$ cat src/rtl/cache_stats_monitor_if.sv
// Bus bundle for cache_stats_monitor: access sampling, control strobes,
// the snapshot read port and the sticky saturation flag.
// master = the agent driving accesses/commands, slave = the monitor.
interface cache_stats_monitor_if #(
    parameter int LEVELS = 3,
    parameter int CNT_W  = 32
);
    localparam int SEL_W = $clog2(LEVELS + 2);

    // Read handshake: rd_req in cycle t is always accepted (no ready
    // signal, no stall); rd_valid/rd_data answer it in cycle t+1.
    logic              access_valid;
    logic [LEVELS-1:0] hit_vec;
    logic              clear;
    logic              snap;
    logic              rd_req;
    logic [SEL_W-1:0]  rd_sel;
    logic              rd_valid;
    logic [CNT_W-1:0]  rd_data;
    logic              any_sat;

    modport master (
        output access_valid, hit_vec, clear, snap, rd_req, rd_sel,
        input  rd_valid, rd_data, any_sat
    );

    modport slave (
        input  access_valid, hit_vec, clear, snap, rd_req, rd_sel,
        output rd_valid, rd_data, any_sat
    );
endinterface

$ cat src/rtl/cache_stats_monitor.sv
// cache_stats_monitor: per-level hit / miss / access counters for an
// N-level cache hierarchy, with a shadow bank for coherent software reads.
// Counter slot layout (live and shadow): 0 = accesses, 1..LEVELS = hits
// at level slot-1, LEVELS+1 = misses.
// Optional feature macro STATS_WRAP_EN: counters wrap modulo 2^CNT_W
// instead of saturating; any_sat then flags the wrap.
module cache_stats_monitor #(
    parameter int LEVELS = 3,
    parameter int CNT_W  = 32
) (
    input  logic                 clk,
    input  logic                 rst_n,
    cache_stats_monitor_if.slave bus
);
    localparam int SEL_W = $clog2(LEVELS + 2);
    localparam int NCNT  = LEVELS + 2;

    logic [CNT_W-1:0] live_q   [NCNT];
    logic [CNT_W-1:0] live_d   [NCNT];
    logic [CNT_W-1:0] shadow_q [NCNT];
    logic [NCNT-1:0]  inc;
    logic [NCNT-1:0]  ovf;
    logic             found;
    logic [CNT_W-1:0] rd_mux;
    logic             rd_valid_q;
    logic [CNT_W-1:0] rd_data_q;
    logic             any_sat_q;

    // Classify the access: one access bump plus exactly one of
    // first-level-hit or miss.
    always_comb begin
        inc   = '0;
        found = 1'b0;
        if (bus.access_valid) begin
            inc[0] = 1'b1;
            for (int k = 0; k < LEVELS; k++) begin
                if (!found && bus.hit_vec[k]) begin
                    inc[k+1] = 1'b1;
                    found    = 1'b1;
                end
            end
            inc[NCNT-1] = !found;
        end
    end

    // Next live values; ovf marks an increment attempted at all-ones.
    always_comb begin
        ovf = '0;
        for (int i = 0; i < NCNT; i++) begin
            live_d[i] = live_q[i];
            if (inc[i]) begin
                if (&live_q[i]) begin
                    ovf[i] = 1'b1;
`ifdef STATS_WRAP_EN
                    live_d[i] = '0;
`else
                    live_d[i] = live_q[i];
`endif
                end else begin
                    live_d[i] = live_q[i] + CNT_W'(1);
                end
            end
        end
    end

    // Live counters and sticky flag; clear wins over a same-cycle access.
    always_ff @(posedge clk or negedge rst_n) begin
        if (!rst_n) begin
            for (int i = 0; i < NCNT; i++) live_q[i] <= '0;
            any_sat_q <= 1'b0;
        end else if (bus.clear) begin
            for (int i = 0; i < NCNT; i++) live_q[i] <= '0;
            any_sat_q <= 1'b0;
        end else begin
            for (int i = 0; i < NCNT; i++) live_q[i] <= live_d[i];
            if (|ovf) any_sat_q <= 1'b1;
        end
    end

    // Shadow bank captures the live values as they stood at the start of
    // the snap cycle, so a same-cycle access or clear is not included.
    always_ff @(posedge clk or negedge rst_n) begin
        if (!rst_n) begin
            for (int i = 0; i < NCNT; i++) shadow_q[i] <= '0;
        end else if (bus.snap) begin
            for (int i = 0; i < NCNT; i++) shadow_q[i] <= live_q[i];
        end
    end

    // Select a shadow slot; out-of-range selects read as zero.
    always_comb begin
        rd_mux = '0;
        for (int i = 0; i < NCNT; i++) begin
            if (bus.rd_sel == SEL_W'(i)) rd_mux = shadow_q[i];
        end
    end

    // One-cycle read pipeline; rd_data holds when no request is pending.
    always_ff @(posedge clk or negedge rst_n) begin
        if (!rst_n) begin
            rd_valid_q <= 1'b0;
            rd_data_q  <= '0;
        end else begin
            rd_valid_q <= bus.rd_req;
            if (bus.rd_req) rd_data_q <= rd_mux;
        end
    end

    assign bus.rd_valid = rd_valid_q;
    assign bus.rd_data  = rd_data_q;
    assign bus.any_sat  = any_sat_q;
endmodule

$ cat src/flat_wrapper.sv
// flat-port wrapper written by rule: the top's interface ports become plain ports
module cache_stats_monitor_flat 
#(
    parameter int LEVELS = 3,
    parameter int CNT_W  = 32
)
  (clk, rst_n, bus_access_valid, bus_hit_vec, bus_clear, bus_snap, bus_rd_req, bus_rd_sel, bus_rd_valid, bus_rd_data, bus_any_sat);
  cache_stats_monitor_if #(.LEVELS(LEVELS), .CNT_W(CNT_W)) bus_i ();
  input  logic clk;
  input  logic rst_n;
  input wire logic [$bits(bus_i.access_valid)-1:0] bus_access_valid;
  input wire logic [$bits(bus_i.hit_vec)-1:0] bus_hit_vec;
  input wire logic [$bits(bus_i.clear)-1:0] bus_clear;
  input wire logic [$bits(bus_i.snap)-1:0] bus_snap;
  input wire logic [$bits(bus_i.rd_req)-1:0] bus_rd_req;
  input wire logic [$bits(bus_i.rd_sel)-1:0] bus_rd_sel;
  output wire logic [$bits(bus_i.rd_valid)-1:0] bus_rd_valid;
  output wire logic [$bits(bus_i.rd_data)-1:0] bus_rd_data;
  output wire logic [$bits(bus_i.any_sat)-1:0] bus_any_sat;
  assign bus_i.access_valid = bus_access_valid;
  assign bus_i.hit_vec = bus_hit_vec;
  assign bus_i.clear = bus_clear;
  assign bus_i.snap = bus_snap;
  assign bus_i.rd_req = bus_rd_req;
  assign bus_i.rd_sel = bus_rd_sel;
  assign bus_rd_valid = bus_i.rd_valid;
  assign bus_rd_data = bus_i.rd_data;
  assign bus_any_sat = bus_i.any_sat;
  cache_stats_monitor #(.LEVELS(LEVELS), .CNT_W(CNT_W)) u_core (.clk(clk), .rst_n(rst_n), .bus(bus_i));
endmodule
$ cat config.mk
export PLATFORM = sky130hd
export DESIGN_NAME = cache_stats_monitor_flat
export DESIGN_NICKNAME = d
export VERILOG_FILES = /design/src/rtl/cache_stats_monitor_if.sv /design/src/rtl/cache_stats_monitor.sv /design/src/flat_wrapper.sv
export SDC_FILE = /design/constraint.sdc
export NUM_CORES = 1
export LEC_CHECK = 0
export ABC_AREA = 1
export CORE_ASPECT_RATIO = 0.75
export CORE_MARGIN = 10
export CORE_UTILIZATION = 30
export DETAILED_ROUTE_END_ITERATION = 6
export SLEW_MARGIN = 20
export SYNTH_ARGS = -nofsm -noshare
export SYNTH_HDL_FRONTEND = slang
export SYNTH_SLANG_ARGS = --single-unit
$ cat constraint.sdc
create_clock -name clk -period 3.37 [get_ports clk]
set_input_delay 0.674 -clock clk [delete_from_list [all_inputs] [get_ports clk]]
set_output_delay 0.674 -clock clk [all_outputs]
set_load 0.05 [all_outputs]
### After elaboration in Yosys (flattened, before gate mapping)

Cells that the tools add are included.

* mux-type cells: 37
* equal/unequal tests: 9
* reductions and logical operators: 23
* add/sub/neg operators: 5

Operator list (number)
* 2-to-1 mux 32 bit: 15
* adder 32 x 1 -> 32 bit, second input constant: 5
* 2-to-1 mux 160 bit: 1
* AND reduction 32 bit: 5
* 2-to-1 mux 1 bit: 20
* nonzero test 2 bit: 6
* != test 2 bit, second input constant: 5
* AND reduction 2 bit: 5
* == test 3 x 2 -> 1 bit, second input constant: 2
* 2-to-1 mux 5 bit: 1
* OR reduction 5 bit: 1
* == test 3 x 1 -> 1 bit, second input constant: 1
* == test 3 bit, second input constant: 1
* zero test 1 bit: 3
* zero test 3 bit: 1
* logical AND 1 bit: 2

* word-level logic and storage cells: 87
* output and inout bits: 34
* register bits: 354

### Logic depth before layout (Yosys ltp)

* word-level depth: 16
* mapped depth: 11

### Worst setup path before layout

Ideal clock, no wire load.

* path kind: input to register
* start: input port bus_rd_sel[1]
* end: register u_core.rd_data_q[12] (netlist: u_core.bus.rd_data[12])
* setup slack: 1581 ps
* cell stages on the path: 9
* library setup time: 123 ps
* data arrival time: 1666 ps
* required time: 3247 ps
* cell sequence: inv_1 nor2_1 nand2_1 clkinv_1 clkbuf_1 nand2_1 o2111ai_1 o21ai_0 nand2_1

* word-level cells in the longest chain between the ends: 6

RTL lines
* start: declaration: RTL line flat_wrapper.sv:16 `input wire logic [$bits(bus_i.rd_sel)-1:0] bus_rd_sel;`
* zero test 3 bit: RTL line cache_stats_monitor.sv:94 `if (bus.rd_sel == SEL_W'(i)) rd_mux = shadow_q[i];`
* 2-to-1 mux 32 bit (4 in series): RTL line cache_stats_monitor.sv:94
* 2-to-1 mux 32 bit (*): RTL line cache_stats_monitor.sv:94
* end signal: assignment: RTL line cache_stats_monitor.sv:105 `if (bus.rd_req) rd_data_q <= rd_mux;`
* end: declaration: RTL line cache_stats_monitor.sv:26 `logic [CNT_W-1:0] rd_data_q;`

Mark *: on every way between the ends. The rest lies on a longest branch, timed or not.
A chain may end at the register's enable or synchronous reset.

### Worst setup path after layout

* start: register u_core.live_q[0] (netlist name)
* end: register u_core.live_q[10] (netlist name)

* word-level cells in the longest chain between the ends: 4

RTL lines
* start: declaration: RTL line cache_stats_monitor.sv:18 `logic [CNT_W-1:0] live_q [NCNT];`
* adder 32 x 1 -> 32 bit: RTL line cache_stats_monitor.sv:60 `live_d[i] = live_q[i] + CNT_W'(1);`
* 2-to-1 mux 32 bit: RTL line cache_stats_monitor.sv:52 `if (&live_q[i]) begin`
* 2-to-1 mux 32 bit: RTL line cache_stats_monitor.sv:51 `if (inc[i]) begin`
* 2-to-1 mux 160 bit: RTL line cache_stats_monitor.sv:71 `end else if (bus.clear) begin`

Parallel ways exist; a longest one is shown, timed or not. The select of a mux whose other input is x is not followed.

==> results by group <==
Status
  – Status: finished clean

Clocking
  – H-tree levels: 2
  – Maximum root-to-sink buffer count: 3
  – Postcts setup bufs: 0
  – CTS tree: done
  – CTS resizes: 0
  – Clock Sinks: 354
  – Clk Latency, worst-skew pair: 0.56 ns
  – Cts hold-fix bufs: 0
  – Root Buffer: clkbuf_16
  – TritonCTS buffer count: 39
  – CTS clk-pin slew, worst paths: 0.07 ns

Worst setup path
  – CP Data Required Time: 3.80 ns
  – Slowest cell on crit path: nand2_2
  – Most common cell on crit path: nand2_2
  – Worst-path fanout max: 39
  – Worst setup SP type: register
  – Critical path's largest stage delay: 0.55 ns
  – Buffers plus inverters on the worst setup path: 1
  – Delay-heaviest family, CP: simple AND/OR/NAND/NOR gates
  – Crit. End Element: register
  – WP data arrival: 3.10 ns
  – Critical path class: register to register
  – CP Cell Sequence: ha_1 -> nand2_2 -> nor2_4 -> nand2_2 -> nor2_4 -> nand4_1 -> nand2_2 -> inv_2 -> nand2_1 -> o21ai_1

Finish
  – Diode count: 0
  – Commonest non-fill, non-tap cells in the layout: nand2_1, nor2_1, dfrtp_1
  – Final-layout fill cell count: 6646
  – Final Net Count: 2643
  – Area grow syn2layout: 14.4%
  – Share of layout cells above drive strength 1: 6.56%
  – Post-route cell area: 0.0218 mm2
  – Commonest non-fill, non-tap cell in the layout: nand2_1

Yosys
  – Cell variety after synth: 36
  – Register area share after synthesis: 46.5%
  – Async SR Flop Fraction: 100%
  – Synth top area cells: dfrtp_1, nand2_1, nor2_1
  – Cell Area, Synth: 0.0191 mm2
  – Syn. warnings: 0
  – Gate Count Post-Synth: 2611
  – Largest area contributor in the netlist: dfrtp_1
  – Main flop type after synthesis: dfrtp_1
  – Mapped Nets: 2628
  – Avg Cell Area, Syn: 7.30 um2
  – Yosys reg bits: 354
  – Count of flip-flops with a built-in enable after synthesis: 0
  – Synth top area share: 46.5%

Timing
  – Setup TNS: 0 ns
  – Relative max-transition margin: 46.8%
  – Worst-margin pin slew: 0.798 ns
  – Fin crit share: 79.1%
  – Final setup vio count: 0
  – Final Skew: 0.0246 ns
  – RSZ-0062 raised after global routing: no
  – Max Slew Vio Count: 0
  – Fin crit period: 2.67 ns
  – Max Freq: 0.375 GHz
  – Fin. Hold Viols: 0

Placement
  – Dpl cell area: 0.0204 mm2
  – Port buffer count: 45
  – Post-DP HPWL: 46000 um
  – RD Place Congestion: 0.946

Drt
  – DRT Wirelength: 61200 um
  – Via count: 17000
  – First DRT Iteration DRCs: 1836
  – Routed len/inst: 17.5 um
  – Drt drc: 0
  – 1st-pass router iterations: 5
  – Antenna violation net count after detailed routing: 0
  – Vias per cell: 4.87

Global route
  – GR Overflow Total: 0
  – Total track usage: 16.1%
  – Largest net degree at the start of global routing: 93
  – Via count of the first global-routing pass: 15600
  – Initial antenna violation count: 0
  – First-pass GRT wire length: 95100 um

Floorplan
  – Die X: 311 um
  – Floorplan Core Area: 0.0625 mm2
  – Total die area: 0.0741 mm2
  – Die height: 238 um
  – Row Count: 79
  – Num ports: 46
  – Starting Density: 30.5%

Power
  – Power Total: 0.00986 W
  – Maximum VDD drop: 0.340 mV
  – Leakage: 9.01 nW
  – P per Cell Area: 452 mW/mm2

Worst hold path
  – Type of the tightest min-delay check: input pin to async pin

Flow run
  – Max cap viols: 0
[routing by layer]
layer	vias up	global-route usage (%)	wire, um
met5	-	0	0
met4	0	2.37	760
met3	61	3.90	6290
met2	613	21.1	22700
met1	7990	26.0	31400
li1	8382	-	-
[flip-flops by register name, indices dropped and copies added (netlist names)]
name and flops:
u_core.shadow_q 160, u_core.bus.any_sat 1, u_core.bus.rd_valid 1, u_core.live_q 160
u_core.bus.rd_data 32
[cell usage after synthesis, types with 24 or more instances]
cell type and number:
a21o_1 31, a21oi_1 71, buf_2 24, clkbuf_1 58
dfrtp_1 354, inv_1 226, nand2_1 766, nand3_1 199
nor2_1 386, o21ai_0 242, o21ai_1 38, xor2_1 47
[kinds of logic after synthesis]
kind of cell    after synthesis  share of synthesized area [%]
simple gates               1424                           30.7
fa+ha+maj                     5                          0.328
xor+xnor                     58                           2.67
mux                          10                          0.591
flops                       354                           46.5
buf+inv                     337                           7.17
compound gates              423                           12.1
[layout make-up]
class / instances / area, um2 / share of cell area, %
multi-input combinational: 1920 / 8830 / 40.5
clock inverter: 15 / 238 / 1.09
timing repair buffer: 77 / 795 / 3.64
sequential: 354 / 8860 / 40.6
inverter: 234 / 883 / 4.05
clock buffer: 52 / 1130 / 5.20
tap: 850 / 1060 / 4.88
[path summary, 6_finish.rpt]
path	from	end	slack (ns)	cells past startpoint
max in group asynchronous	rst_n	u_core.live_q[0]	2.29	2
setup / recovery	u_core.live_q[0]	u_core.live_q[10]	0.70	10
hold / removal	rst_n	u_core.live_q[83]	0.11	1
setup reg to reg	u_core.live_q[0]	u_core.live_q[10]	0.70	10
min in group clk	u_core.bus.rd_data[3]	u_core.bus.rd_data[3]	0.49	2
hold reg to reg	u_core.bus.rd_data[3]	u_core.bus.rd_data[3]	0.49	2
[report_power, final]
group | internal (W) | switching [W]
clock network | 0.00276 | 0.00187
registers | 0.00437 | 0.000149
logic | 0.000189 | 0.000532
[per-stage QoR]
| stage | setup WS [ns] | utilization, % | std cells | hold slack (ns) |
|---|---|---|---|---|
| 2_1_floorplan | 1.58 | - | 2611 | 0.378 |
| 3_3_place_gp | 0.356 | 32.7 | 3435 | 0.474 |
| 3_5_place_dp | 0.379 | 32.7 | 3435 | 0.474 |
| 4_1_cts | 0.712 | 34.9 | 3502 | 0.124 |
| 5_1_grt | 0.389 | 34.9 | 3502 | 0.136 |
| 6_report | 0.705 | 34.9 | 3502 | 0.112 |
No activity file was read; power rests on OpenSTA's default activity.
